## src/rtl/byte_packer_if.sv

```systemverilog
// byte_packer_if: byte input, packed-word output handshake and overflow status of byte_packer.
interface byte_packer_if #(
    parameter int WIDTH      = 8,
    parameter int NUM_BYTES  = 4,
    parameter int FIFO_DEPTH = 2
);
    logic                            in_valid;
    logic [WIDTH-1:0]                in_data;
    logic                            sync;
    logic                            out_valid;
    logic [WIDTH*NUM_BYTES-1:0]      out_data;
    logic                            out_ready;
    logic [$clog2(FIFO_DEPTH+1)-1:0] fill;
    logic                            ovf;
    logic                            ovf_clr;

    modport master (
        output in_valid, in_data, sync, out_ready, ovf_clr,
        input  out_valid, out_data, fill, ovf
    );

    modport slave (
        input  in_valid, in_data, sync, out_ready, ovf_clr,
        output out_valid, out_data, fill, ovf
    );
endinterface

```

## src/rtl/byte_packer.sv

```systemverilog
// byte_packer: packs NUM_BYTES bytes LSB-first into words and queues them in a small output FIFO.
module byte_packer #(
    parameter int WIDTH      = 8,
    parameter int NUM_BYTES  = 4,
    parameter int FIFO_DEPTH = 2
) (
    input logic           clk,
    input logic           rst,
    byte_packer_if.slave  bus
);
    localparam int W  = WIDTH * NUM_BYTES;
    localparam int CW = $clog2(NUM_BYTES);
    localparam int PW = FIFO_DEPTH > 1 ? $clog2(FIFO_DEPTH) : 1;
    localparam int FW = $clog2(FIFO_DEPTH + 1);

    logic [CW-1:0] cnt, cnt_n;
    logic [W-1:0]  part, part_n;
    logic [W-1:0]  mem [FIFO_DEPTH];
    logic [W-1:0]  mem_n [FIFO_DEPTH];
    logic [PW-1:0] wr, wr_n, rd, rd_n;
    logic [FW-1:0] fill, fill_n;
    logic          ovf, ovf_n, valid;
    logic [W-1:0]  data;
    logic          last, pop, push;

    assign last = bus.in_valid && !bus.sync && cnt == CW'(NUM_BYTES - 1);
    assign pop  = valid && bus.out_ready;
    assign push = last && (fill < FW'(FIFO_DEPTH) || pop);

    always_comb begin
        cnt_n  = cnt;
        part_n = part;
        mem_n  = mem;
        wr_n   = wr;
        rd_n   = rd;
        ovf_n  = ovf && !bus.ovf_clr;
        if (bus.sync) begin
            cnt_n  = bus.in_valid ? CW'(1) : '0;
            part_n = bus.in_valid ? W'(bus.in_data) : '0;
        end else if (last) begin
            cnt_n  = '0;
            part_n = '0;
        end else if (bus.in_valid) begin
            part_n[cnt*WIDTH +: WIDTH] = bus.in_data;
            cnt_n = cnt + CW'(1);
        end
        if (push) begin
            mem_n[wr] = {bus.in_data, part[W-WIDTH-1:0]};
            wr_n = wr == PW'(FIFO_DEPTH - 1) ? '0 : wr + PW'(1);
        end
        // a completed word that finds no room is dropped; the set overrides a same-edge clear
        if (last && !push)
            ovf_n = 1'b1;
        if (pop)
            rd_n = rd == PW'(FIFO_DEPTH - 1) ? '0 : rd + PW'(1);
        fill_n = fill + FW'(push) - FW'(pop);
    end

    always_ff @(posedge clk or negedge rst) begin
        if (!rst) begin
            cnt   <= '0;
            part  <= '0;
            mem   <= '{default: '0};
            wr    <= '0;
            rd    <= '0;
            fill  <= '0;
            ovf   <= 1'b0;
            valid <= 1'b0;
            data  <= '0;
        end else begin
            cnt   <= cnt_n;
            part  <= part_n;
            mem   <= mem_n;
            wr    <= wr_n;
            rd    <= rd_n;
            fill  <= fill_n;
            ovf   <= ovf_n;
            valid <= fill_n != '0;
            data  <= mem_n[rd_n];
        end
    end

    assign bus.out_valid = valid;
    assign bus.out_data  = data;
    assign bus.fill      = fill;
    assign bus.ovf       = ovf;
endmodule
```

## src/flat_wrapper.sv

```systemverilog
// flat-port wrapper written by rule: the top's interface ports become plain ports
module byte_packer_flat 
#(
    parameter int WIDTH      = 8,
    parameter int NUM_BYTES  = 4,
    parameter int FIFO_DEPTH = 2
)
  (clk, rst, bus_in_valid, bus_in_data, bus_sync, bus_out_ready, bus_ovf_clr, bus_out_valid, bus_out_data, bus_fill, bus_ovf);
  byte_packer_if #(.WIDTH(WIDTH), .NUM_BYTES(NUM_BYTES), .FIFO_DEPTH(FIFO_DEPTH)) bus_i ();
  input logic clk;
  input logic rst;
  input wire logic [$bits(bus_i.in_valid)-1:0] bus_in_valid;
  input wire logic [$bits(bus_i.in_data)-1:0] bus_in_data;
  input wire logic [$bits(bus_i.sync)-1:0] bus_sync;
  input wire logic [$bits(bus_i.out_ready)-1:0] bus_out_ready;
  input wire logic [$bits(bus_i.ovf_clr)-1:0] bus_ovf_clr;
  output wire logic [$bits(bus_i.out_valid)-1:0] bus_out_valid;
  output wire logic [$bits(bus_i.out_data)-1:0] bus_out_data;
  output wire logic [$bits(bus_i.fill)-1:0] bus_fill;
  output wire logic [$bits(bus_i.ovf)-1:0] bus_ovf;
  assign bus_i.in_valid = bus_in_valid;
  assign bus_i.in_data = bus_in_data;
  assign bus_i.sync = bus_sync;
  assign bus_i.out_ready = bus_out_ready;
  assign bus_i.ovf_clr = bus_ovf_clr;
  assign bus_out_valid = bus_i.out_valid;
  assign bus_out_data = bus_i.out_data;
  assign bus_fill = bus_i.fill;
  assign bus_ovf = bus_i.ovf;
  byte_packer #(.WIDTH(WIDTH), .NUM_BYTES(NUM_BYTES), .FIFO_DEPTH(FIFO_DEPTH)) u_core (.clk(clk), .rst(rst), .bus(bus_i));
endmodule
```

## config.mk

```make
export PLATFORM = sky130hd
export DESIGN_NAME = byte_packer_flat
export DESIGN_NICKNAME = d
export VERILOG_FILES = /design/src/rtl/byte_packer_if.sv /design/src/rtl/byte_packer.sv /design/src/flat_wrapper.sv
export SDC_FILE = /design/constraint.sdc
export NUM_CORES = 1
export LEC_CHECK = 0
export ABC_AREA = 1
export CORE_MARGIN = 2
export CORE_UTILIZATION = 35
export CTS_CLUSTER_SIZE = 40
export DETAILED_ROUTE_END_ITERATION = 7
export GPL_TIMING_DRIVEN = 0
export PLACE_DENSITY = 0.55
export SYNTH_ARGS = -nofsm -noshare
export SYNTH_HDL_FRONTEND = slang
export SYNTH_SLANG_ARGS = --single-unit
export TNS_END_PERCENT = 1
```

## constraint.sdc

```tcl
create_clock -name clk -period 2 [get_ports clk]
set_clock_uncertainty 0.05 [all_clocks]
set_input_delay 0.3 -clock clk [delete_from_list [all_inputs] [get_ports clk]]
set_output_delay 0.3 -clock clk [all_outputs]
set_load 0.02 [all_outputs]
```

==> metrics list, run 1 <==
- For this run, the share of the core covered by cells in the final layout is 43.5%.
- Timing would allow up to 535 MHz.
- Reg-to-Reg End: u_core.bus.out_valid$_DFF_PN0_
- Global placement routability congestion: 0.853
- In the final layout, the multi-input gates occupy 2540 µm².
- Synthesized instance count: 800
* Static leakage power: 4.11 nW
* Number of buffers on the longest clock path: 2
- The first global-routing pass estimated 26.0 mm of wire.
* Number of fillers in the final layout: 1773
- Multiplexer fraction of the synthesized cell area: 0%
- Detailed Route Iter0 Violations: 334
- Number of nets in the synthesized netlist: 821
- Final worst path period need: 1870 ps
* Routed length per instance: 14.4 µm
* Pin count of the biggest net entering global routing: 86
* Footprint of the flip-flops and latches: 3200 µm²
- The path class of the tightest hold or removal check is in2async.
- Data on the critical path is required at its endpoint by 2300 ps.
- The number of endpoints with negative hold slack in the final report is 0.
* Standard-cell rows: 48
- Clock tree from TritonCTS: yes
* Maximum ir drop on the vdd rail: 788 µV
- For this run, the slowest stage of the critical path takes 370 ps.
- Detailed routing inserted a total of 5183 vias.
- Initial cell density of the core: 35.5%
- A synthesized cell averages 7.59 µm².
* Fraction of synthesized cell area in xor and xnor cells: 0.556%
- Once detailed placement completed, the half-perimeter wirelength came to 10.5 mm.
- Clock tree synthesis inserted a total of 17 buffers.
* Final number of setup-violating endpoints: 0
* Clock sink count: 128
- Overall fraction of global-route tracks in use: 18.6%
* Clock latency on the worst-skew pair: 420 ps
- Dividing the detail-routed via count by the number of cells gives 4.69.
- Critical path peak fanout: 10
- Drt total wl: 15.9 mm
- STA classifies the critical path startpoint as a flip-flop.
- Once detail routing completed, the nets flagged for antenna violations numbered 0.
- The number of antenna violations at the first check in global routing is 0.
- GRT Residual Overflow: 0
- Nature of the critical path endpoint: flip-flop
- R2r startpoint: u_core.cnt[1]$_DFFE_PN0P_
- In this run, distinct cell masters in the synthesized netlist total 21.
- After layout, the worst path uses 93.5% of the clock period.
* Buffers on Ports: 49
- The setup path with the least slack is of type reg2reg.
- Chip Width: 136 µm
- Area of the die: 18400 µm²
- For the pin with the worst max-slew slack, the measured transition is 660 ps.
* Number of global-route vias before repair: 4984
- Fraction of layout instances using a drive strength above 1: 8.85%
- At the end of the flow, the number of nets in the layout was 891.
- Sequential share of the synthesized area: 52.7%
* Compound-Gate Fraction of Synth Area: 1.42%
- The signal on the critical path passes through ha_1 > nand2_2 > nor2_4 > nand2_2 > buf_6 > buf_6 > inv_1 > ha_1 > inv_1 > or2_2 > nand3b_1.
- Clock Tree Root: clkbuf_16
- Crit path DAT: 2170 ps
* Total of warnings raised by yosys: 0
- Power spread over the standard cell area amounts to 1150 nW/µm².
- Number of iterations in the first detailed-routing pass: 5
- The run finished with clean final reports.
* Synth-to-Final Area Change: 22.5%
* Slew Viols, Final: 0
- The worst register-to-register path has a setup slack of 130 ps.
- H-tree lvl count: 4
- I/O pin total: 50
- Final Instance Area: 7440 µm²
* Ant. Diodes: 0
- Max-cap violations in this run came to 0.
* Placed cell areas: 6880 µm²
* Slowest-stage cell, CP: dfrtp_1
* Adder-cell share of the synthesized area: 1.44%
- Counting cells, the worst reg-to-reg path comes to 11.
- DRC errors left: 0
* Area inside the core boundary: 17100 µm²
- The worst pin sits at a relative slew slack of 56.0%.
- Post-synthesis instance area: 6080 µm²
- Die Span Y: 136 µm
- Dominant combinational cell family by area after synthesis: simple AND/OR/NAND/NOR gates
* Clk slew on worst S/H paths: 50 ps
- Setup repair after global routing could not meet its margin everywhere.
- Synth Area in Simple Gates: 38.1%
* Register bit count reported by yosys: 128
cell usage after synthesis:
master | n | share of area [%]
buf_6 | 5 | 0.93
xor2_2 | 1 | 0.27
nand2_1 | 480 | 30
buf_4 | 9 | 1.1
dfrtp_1 | 128 | 53
nand3b_1 | 2 | 0.25
nand3_1 | 67 | 5.5
clkbuf_1 | 5 | 0.31
inv_2 | 2 | 0.12
o21ai_0 | 12 | 0.99
nand2_4 | 2 | 0.37
nand4_1 | 9 | 0.93
nor2_1 | 17 | 1.1
xor2_1 | 2 | 0.29
or2_2 | 2 | 0.21
buf_1 | 3 | 0.19
buf_2 | 23 | 1.9
nor2_2 | 1 | 0.10
o21ai_2 | 3 | 0.43
ha_1 | 7 | 1.4
inv_1 | 20 | 1.2
how the worst max path moves through the flow:
stage / from / to / cells past startpoint / slack (ps)
after global routing: u_core.cnt[1]$_DFFE_PN0P_ / u_core.bus.out_valid$_DFF_PN0_ / 11 / -10
after CTS: u_core.cnt[1]$_DFFE_PN0P_ / u_core.bus.out_valid$_DFF_PN0_ / 11 / 30
after floorplan: u_core.cnt[0]$_DFFE_PN0P_ / u_core.bus.out_valid$_DFF_PN0_ / 11 / 230
final: u_core.cnt[1]$_DFFE_PN0P_ / u_core.bus.out_valid$_DFF_PN0_ / 11 / 130
after global placement: rst / u_core.bus.out_data[18]$_DFF_PN0_ / 1 / -4800
after detailed placement: bus_in_valid / u_core.bus.out_valid$_DFF_PN0_ / 11 / -370
layout make-up:
cell class | instances | share of cell area [%]
Buffer | 44 | 3.61
Sequential cell | 128 | 43.0
Clock inverter | 6 | 0.807
Clock buffer | 24 | 6.34
Multi-Input combinational cell | 605 | 34.1
Timing Repair Buffer | 52 | 7.21
Tap cell | 225 | 3.78
Inverter | 22 | 1.11
metal layers:
layer / up-vias / GRT usage [%] / share of wire, %
met5: - / 0 / 0
li1: 2611 / - / -
met4: 0 / 6.13 / 1.4
met1: 2433 / 25.0 / 48
met3: 21 / 4.64 / 4.3
met2: 118 / 29.5 / 46
worst max-delay path: cells and delay by family, from the launching register on:
kind | cells | cell delay (ps)
adders and majority gates | 2 | 300
buffers and inverters | 4 | 420
DFF | 1 | 370
and+or+nand+nor | 5 | 660
report_power, final:
group          switching [mW]  total [mW]  leakage [nW]  internal (mW)
sequential              0.161        3.08          1.75           2.92
clock                    1.11        2.87         0.256           1.75
combinational            1.85        2.60          2.10          0.752
flip-flops by register name (all words and copies together) (netlist names):
register,count
u_core.mem,64
u_core.bus.out_data,32
u_core.part,24
u_core.bus.fill,2
u_core.cnt,2
u_core.bus.out_valid,1
u_core.bus.ovf,1
u_core.rd,1
u_core.wr,1
logic make-up (layout without fill, tap and decap cells):
group           count (synthesis)  after routing
xor+xnor                        3              3
simple gates                  580            580
compound gates                 15             15
fa+ha+maj                       7              7
buf+inv                        67            148
flops                         128            128
cell usage in the layout, fill, tap and decap left out, types with 3 or more instances in the layout:
master | netlist | final
nand2_1 | 480 | 478
dfrtp_1 | 128 | 128
nand3_1 | 67 | 67
clkdlybuf4s50_1 | 0 | 48
buf_2 | 23 | 23
inv_1 | 20 | 20
nor2_1 | 17 | 17
clkbuf_16 | 0 | 17
o21ai_0 | 12 | 12
buf_4 | 9 | 9
clkbuf_1 | 5 | 9
nand4_1 | 9 | 9
buf_6 | 5 | 7
ha_1 | 7 | 7
buf_1 | 3 | 3
clkinv_2 | 0 | 3
through the flow:
step	hold WS, ps	power [mW]	setup slack [ps]	std cells	TNS [ps]
final	315	8.55	130	1106	0
after detailed placement	214	5.74	-374	1075	-4110
after global placement	426	5.74	-4800	1074	-616670
after CTS	326	8.66	34.7	1107	0
after global routing	359	9.03	-12.0	1106	-12.0
after floorplan	-45.6	4.66	229	800	0
repair_timing:
item	4_1_cts	5_1_grt
hold endpoints to repair	43	0
pin swaps	0	1
gates resized for setup	0	5
setup endpoints to repair	2	10
hold buffers	1	0
setup buffers	1	0
(Power assumes the default switching activity.)
==> run 2, diff against run 1 <==
--- a/config.mk
+++ b/config.mk
@@ -10,7 +10,9 @@
 export CORE_UTILIZATION = 35
 export CTS_CLUSTER_SIZE = 40
 export DETAILED_ROUTE_END_ITERATION = 7
+export GPL_ROUTABILITY_DRIVEN = 0
 export GPL_TIMING_DRIVEN = 0
+export HOLD_SLACK_MARGIN = 0.12
 export PLACE_DENSITY = 0.55
 export SYNTH_ARGS = -nofsm -noshare
 export SYNTH_HDL_FRONTEND = slang
==> results of run 2 <==
Same layout as run 1: the final DEF is identical, and so are final timing and power.
